## src/rtl/drift_event_readout.sv

```systemverilog
// Drift-tube event builder: SCIN_COIN opens a hit window, then the latched
// first-hit times are streamed as header / channel words / trailer to the FIFO.
module drift_event_readout #(
    parameter int N_CH    = 32,
    parameter int WINDOW  = 256,
    parameter int HOLDOFF = 11,
    parameter int ZS      = 0
) (
    input  logic            clk100,
    input  logic            CLR_N,
    input  logic            SCIN_COIN,
    input  logic [N_CH-1:0] TUBE,
    input  logic            FIFO_FULL,
    output logic [15:0]     FIFO_DIN,
    output logic            FIFO_WR_EN,
    output logic            BUSY,
    output logic [7:0]      EVT_NUM,
    output logic [15:0]     MISSED
);

    localparam logic [7:0] WIN_LAST  = 8'(WINDOW - 1);
    localparam logic [7:0] HOLD_LAST = 8'(HOLDOFF - 1);

    typedef enum logic [2:0] {
        S_IDLE, S_ARM, S_HDR, S_DATA, S_TRL, S_HOLD
    } state_t;

    state_t               state_q;
    logic [7:0]           win_q;
    logic [7:0]           hold_q;
    logic [7:0]           evt_q;
    logic [6:0]           ch_q;
    logic [N_CH-1:0]      hit_q;
    logic [N_CH-1:0][7:0] time_q;
    logic                 coin_q;
    logic [15:0]          missed_q;
    logic [15:0]          din_q;
    logic                 wr_en_q;
    logic                 busy_q;

    logic [N_CH-1:0]      sel;
    logic [7:0]           start;
    logic [6:0]           ch_d;
    logic                 ch_vld_d;
    logic [15:0]          word_d;

    // Next channel to emit: lowest selected index at or above start.
    // With zero-suppression only hit channels are selected.
    always_comb begin
        sel      = (ZS != 0) ? hit_q : '1;
        start    = (state_q == S_DATA) ? ({1'b0, ch_q} + 8'd1) : 8'd0;
        ch_d     = '0;
        ch_vld_d = 1'b0;
        for (int i = N_CH - 1; i >= 0; i--) begin
            if (sel[i] && (8'(i) >= start)) begin
                ch_vld_d = 1'b1;
                ch_d     = 7'(i);
            end
        end
        word_d = 16'hFFFF;
        for (int i = 0; i < N_CH; i++) begin
            if (7'(i) == ch_q) begin
                word_d = {time_q[i], hit_q[i], 7'(i)};
            end
        end
    end

    always_ff @(posedge clk100) begin
        if (!CLR_N) begin
            state_q  <= S_IDLE;
            win_q    <= '0;
            hold_q   <= '0;
            evt_q    <= '0;
            ch_q     <= '0;
            hit_q    <= '0;
            time_q   <= '0;
            coin_q   <= 1'b0;
            missed_q <= '0;
            din_q    <= 16'hFFFF;
            wr_en_q  <= 1'b0;
            busy_q   <= 1'b0;
        end else begin
            coin_q  <= SCIN_COIN;
            wr_en_q <= 1'b0;
            din_q   <= 16'hFFFF;
            if (SCIN_COIN && !coin_q && busy_q &&
                (missed_q != 16'hFFFF)) begin
                missed_q <= missed_q + 16'd1;
            end
            unique case (state_q)
                S_IDLE: begin
                    if (SCIN_COIN) begin
                        state_q <= S_ARM;
                        busy_q  <= 1'b1;
                        evt_q   <= evt_q + 8'd1;
                        win_q   <= '0;
                        hit_q   <= '0;
                        time_q  <= '0;
                    end
                end
                S_ARM: begin
                    for (int i = 0; i < N_CH; i++) begin
                        if (TUBE[i] && !hit_q[i]) begin
                            hit_q[i]  <= 1'b1;
                            time_q[i] <= win_q;
                        end
                    end
                    win_q <= win_q + 8'd1;
                    if (win_q == WIN_LAST) begin
                        state_q <= S_HDR;
                    end
                end
                S_HDR: begin
                    if (!FIFO_FULL) begin
                        wr_en_q <= 1'b1;
                        din_q   <= {8'hA5, evt_q};
                        if (ch_vld_d) begin
                            ch_q    <= ch_d;
                            state_q <= S_DATA;
                        end else begin
                            state_q <= S_TRL;
                        end
                    end
                end
                S_DATA: begin
                    if (!FIFO_FULL) begin
                        wr_en_q <= 1'b1;
                        din_q   <= word_d;
                        if (ch_vld_d) begin
                            ch_q <= ch_d;
                        end else begin
                            state_q <= S_TRL;
                        end
                    end
                end
                S_TRL: begin
                    if (!FIFO_FULL) begin
                        wr_en_q <= 1'b1;
                        din_q   <= 16'hFFFF;
                        hold_q  <= '0;
                        if (HOLDOFF == 0) begin
                            state_q <= S_IDLE;
                            busy_q  <= 1'b0;
                        end else begin
                            state_q <= S_HOLD;
                        end
                    end
                end
                S_HOLD: begin
                    hold_q <= hold_q + 8'd1;
                    if (hold_q == HOLD_LAST) begin
                        state_q <= S_IDLE;
                        busy_q  <= 1'b0;
                    end
                end
                default: begin
                    state_q <= S_IDLE;
                    busy_q  <= 1'b0;
                end
            endcase
        end
    end

    assign FIFO_DIN   = din_q;
    assign FIFO_WR_EN = wr_en_q;
    assign BUSY       = busy_q;
    assign EVT_NUM    = evt_q;
    assign MISSED     = missed_q;

endmodule
```

## config.mk

```make
export PLATFORM = sky130hd
export DESIGN_NAME = drift_event_readout
export DESIGN_NICKNAME = d
export VERILOG_FILES = /design/src/rtl/drift_event_readout.sv
export SDC_FILE = /design/constraint.sdc
export NUM_CORES = 1
export LEC_CHECK = 0
export BUFFER_PORTS_ARGS = -buffer_cell sky130_fd_sc_hd__buf_2
export CORE_ASPECT_RATIO = 1.4
export CORE_MARGIN = 5
export CORE_UTILIZATION = 50
export CTS_CLUSTER_DIAMETER = 120
export DETAILED_ROUTE_END_ITERATION = 12
export GPL_TIMING_DRIVEN = 1
export PLACE_DENSITY_LB_ADDON = 0.1
export SLEW_MARGIN = 15
export SYNTH_ARGS = -nofsm -noshare
export SYNTH_HDL_FRONTEND = slang
export SYNTH_SLANG_ARGS = --single-unit
```

## constraint.sdc

```tcl
create_clock -name clk100 -period 7.4 [get_ports clk100]
set_input_delay 0.37 -clock clk100 [delete_from_list [all_inputs] [get_ports clk100]]
set_output_delay 0.37 -clock clk100 [all_outputs]
set_load 0.05 [all_outputs]
```

==> impl_summary.log <==
[metrics] routed wire length: 62300 um
[metrics] total negative slack for setup checks: 0 ps
[metrics] total of buffers placed on input and output ports: 77
[metrics] clock latency of the later-clocked register in the worst-skew pair: 540 ps
[metrics] mean instance size in the synthesized netlist: 8.35 um^2
[metrics] classification of the worst setup path: reg -> reg
[metrics] number of DRC violations after detailed routing: 0
[metrics] startpoint type of the worst setup path: flip-flop
[metrics] cts hold-fix bufs: 0
[metrics] via density per instance: 6.25
[metrics] detailed placer's ending HPWL: 42700 um
[metrics] initial antenna violation count: 2
[metrics] sum of internal, switching and leakage power: 5.36 mW
[metrics] number of sinks on the clock net: 355
[metrics] status: completed
[metrics] number of DRC markers in iteration 0: 1410
[metrics] std cell rows: 80
[metrics] die height: 229 um
[metrics] Post-CTS Resized: 0
[metrics] peak supply drop: 0.236 mV
[metrics] fraction of met2 tracks used by global routing: 52.6%
[metrics] Netlist cell types: 84
[metrics] area leader, netlist: sky130_fd_sc_hd__dfxtp_1
[metrics] number of flip-flops and latches in the synthesized netlist: 355
[metrics] area of the multi-input gates: 9320 um^2
[metrics] Worst Min Path Start: TUBE[21]
[metrics] count of mapped cells out of synthesis: 2061
[metrics] Max Clk Rate: 245 MHz
[metrics] pin count of the biggest net entering global routing: 125
[metrics] worst-case clock skew: 23.0 ps
[metrics] Clock Tree Root: sky130_fd_sc_hd__clkbuf_16
[metrics] die extent in x: 167 um
[metrics] GRT overflow: 0
[metrics] RePlAce Congestion: 1.05
[metrics] CP endpoint kind: flip-flop
[metrics] Most Used Layer, Global Route: met2
[metrics] number of routed nets with antenna violations: 0
[metrics] first-pass detailed-route iteration total: 7
[metrics] crit path DAT: 4550 ps
[metrics] class of the tightest hold or removal check: in -> reg
[metrics] Cell Pwr Density: 282 nW/um^2
[metrics] Worst R2R Start: ch_q[0]$_SDFFE_PN0P_
[metrics] number of inserted filler cells in the final layout: 3256
[metrics] Inserted Clock Buffers: 38
[metrics] proportion of netlist area held by the largest area contributor: 41.3%
[metrics] most numerous cell in the Yosys netlist: sky130_fd_sc_hd__nor2_1
[metrics] global router's overall resource usage: 31.2%
[metrics] RSZ-0062 raised after global routing: no
[metrics] global-route wire length before repair: 93900 um
[metrics] total via count in the routed design: 15800
[metrics] Initial Utilization: 50.5%
[metrics] placeable core area: 34000 um^2
[metrics] # H-tree levels: 2
[metrics] Hold Violations, Final: 0
[metrics] Total Nets Final: 2101
[metrics] Worst Path Max Fanout: 23
[metrics] Tightest Pin Transition: 1080 ps
[metrics] timing startpoint of the critical path: ch_q[0]$_SDFFE_PN0P_
[metrics] Final Setup Violations: 0
[metrics] overall die area: 38300 um^2
[metrics] mapped cell area: 17200 um^2
[metrics] GR met3 Demand/Resource: 4.19%
[metrics] clock tree from TritonCTS: yes
[metrics] number of warning messages in the yosys log: 0
[metrics] Final Critical Period: 4090 ps
[metrics] Area growth, synth to finish: 10.8%
[metrics] fraction of final layout cells with drive strength greater than 1: 10.8%
[metrics] most instantiated flip-flop cell in the synthesis netlist: sky130_fd_sc_hd__dfxtp_1
[metrics] leakage component of the power: 7.42 nW
[metrics] cell types occupying the most area after synthesis: sky130_fd_sc_hd__dfxtp_1 (41%), sky130_fd_sc_hd__mux2i_1 (14%), sky130_fd_sc_hd__nor2_1 (9.4%)
[metrics] register area share after synthesis: 41.3%
[metrics] vias in the first global route: 15200
[metrics] number of buffers inserted by post-CTS setup repair: 0
[metrics] net count after synthesis: 2108
[metrics] final number of max-transition violations: 0
[metrics] Worst-path clk slew: 70 ps
[metrics] register area: 7110 um^2
[metrics] share of synthesized registers carrying an async set or reset: 0%
[metrics] met1 Resource Use GR: 39.5%
[metrics] commonest cells in the netlist: sky130_fd_sc_hd__nor2_1 (433), sky130_fd_sc_hd__dfxtp_1 (355), sky130_fd_sc_hd__mux2i_1 (244)
[metrics] part of the cycle the worst path needs: 55.2%
[metrics] # Max-Cap Violations: 0
[metrics] count of flip-flops with a built-in enable after synthesis: 0
[metrics] data required time at the worst endpoint: 7860 ps
[metrics] worst slew slack as a fraction of its limit: 27.9%
[metrics] clk buf depth: 3
[metrics] # IOs: 78
[metrics] WL per Instance: 24.6 um
routing by layer:
| layer | share of wire [%] | wire length (um) |
|---|---|---|
| met1 | 42 | 25900 |
| met2 | 47 | 29200 |
| met3 | 5.9 | 3680 |
| met4 | 5.6 | 3490 |
| met5 | 0.016 | 10 |
worst max-delay path, stage by stage (launching register included):
cell,delay (ps)
sky130_fd_sc_hd__dfxtp_1,430
sky130_fd_sc_hd__ha_1,650
sky130_fd_sc_hd__buf_4,420
sky130_fd_sc_hd__inv_1,300
sky130_fd_sc_hd__nor2_1,220
sky130_fd_sc_hd__ha_1,420
sky130_fd_sc_hd__inv_1,280
sky130_fd_sc_hd__nand3_1,230
sky130_fd_sc_hd__nor2_1,60
sky130_fd_sc_hd__a2111oi_1,390
sky130_fd_sc_hd__o221ai_1,320
sky130_fd_sc_hd__a31oi_1,260
final cells by class:
class | instances | area share, %
clock buffers | 51 | 5.78
flip-flops and latches | 355 | 37.3
inverters | 33 | 0.690
clock inverters | 18 | 1.15
repair buffers | 106 | 3.17
well taps | 451 | 2.96
multi-input cells | 1520 | 48.9
diodes | 1 | 0.0131
metrics by stage:
step	instance area, um^2	setup slack, ps	hold WS, ps	instances	util [%]
after global placement	17700	3260	449	2465	52.1
after floorplan	17200	4650	437	2061	-
final	19100	3310	63.9	2535	56.0
after detailed placement	17700	3440	459	2465	52.1
after global routing	19100	3170	81.9	2534	56.0
after CTS	19100	3420	49.7	2534	56.0
layout by cell type, fill, tap and decap left out, types with 7 or more instances in the layout:
| cell | instances |
|---|---|
| sky130_fd_sc_hd__a211oi_1 | 19 |
| sky130_fd_sc_hd__a21oi_1 | 122 |
| sky130_fd_sc_hd__a221o_1 | 7 |
| sky130_fd_sc_hd__a221oi_1 | 14 |
| sky130_fd_sc_hd__a22oi_1 | 9 |
| sky130_fd_sc_hd__a2bb2oi_1 | 7 |
| sky130_fd_sc_hd__a31oi_1 | 19 |
| sky130_fd_sc_hd__and2_1 | 20 |
| sky130_fd_sc_hd__and3_1 | 19 |
| sky130_fd_sc_hd__buf_2 | 77 |
| sky130_fd_sc_hd__buf_4 | 29 |
| sky130_fd_sc_hd__clkbuf_16 | 39 |
| sky130_fd_sc_hd__clkbuf_8 | 8 |
| sky130_fd_sc_hd__dfxtp_1 | 354 |
| sky130_fd_sc_hd__ha_1 | 9 |
| sky130_fd_sc_hd__inv_1 | 30 |
| sky130_fd_sc_hd__mux2i_1 | 244 |
| sky130_fd_sc_hd__nand2_1 | 132 |
| sky130_fd_sc_hd__nand2b_1 | 18 |
| sky130_fd_sc_hd__nand3_1 | 59 |
| sky130_fd_sc_hd__nand4_1 | 10 |
| sky130_fd_sc_hd__nor2_1 | 433 |
| sky130_fd_sc_hd__nor2b_1 | 11 |
| sky130_fd_sc_hd__nor3_1 | 30 |
| sky130_fd_sc_hd__nor4_1 | 11 |
| sky130_fd_sc_hd__o211ai_1 | 15 |
| sky130_fd_sc_hd__o21a_1 | 8 |
| sky130_fd_sc_hd__o21ai_0 | 74 |
| sky130_fd_sc_hd__o21ai_2 | 27 |
| sky130_fd_sc_hd__o221ai_1 | 16 |
| sky130_fd_sc_hd__o22ai_1 | 37 |
| sky130_fd_sc_hd__o32ai_1 | 7 |
| sky130_fd_sc_hd__or3_1 | 8 |
| sky130_fd_sc_hd__or4_1 | 8 |
| sky130_fd_sc_hd__xnor2_1 | 9 |
| sky130_fd_sc_hd__xor2_1 | 13 |
kinds of logic after synthesis:
kind of cell | after synthesis | share of synthesized area (%)
AO/OA/AOI/OAI | 440 | 17.0
XOR/XNOR | 22 | 1.12
adder cells (fa/ha/maj) | 11 | 0.800
buffers and inverters | 186 | 4.56
flip-flops | 355 | 41.3
multiplexers | 248 | 14.5
AND/OR/NAND/NOR | 799 | 20.8
state kept, by name (all words and copies together) (netlist names):
name	cells
MISSED	16
win_q	8
hit_q	32
coin_q	1
time_q	256
hold_q	8
ch_q	5
state_q	3
FIFO_WR_EN	1
BUSY	1
EVT_NUM	8
FIFO_DIN	16
worst paths after layout:
check	end	slack, ps	depth (start not counted)
max	FIFO_DIN[11]$_SDFF_PN1_	3310	11
min	hit_q[21]$_SDFFE_PN0P_	60	3
max reg2reg	FIFO_DIN[11]$_SDFF_PN1_	3310	11
min reg2reg	hit_q[4]$_SDFFE_PN0P_	470	2
where the power goes:
part           leakage [nW]  switching (mW)  internal, mW
clock                 0.635           0.820          1.19
sequential             2.86          0.0987          1.98
combinational          3.92           0.822         0.450
(Power assumes the default switching activity.)
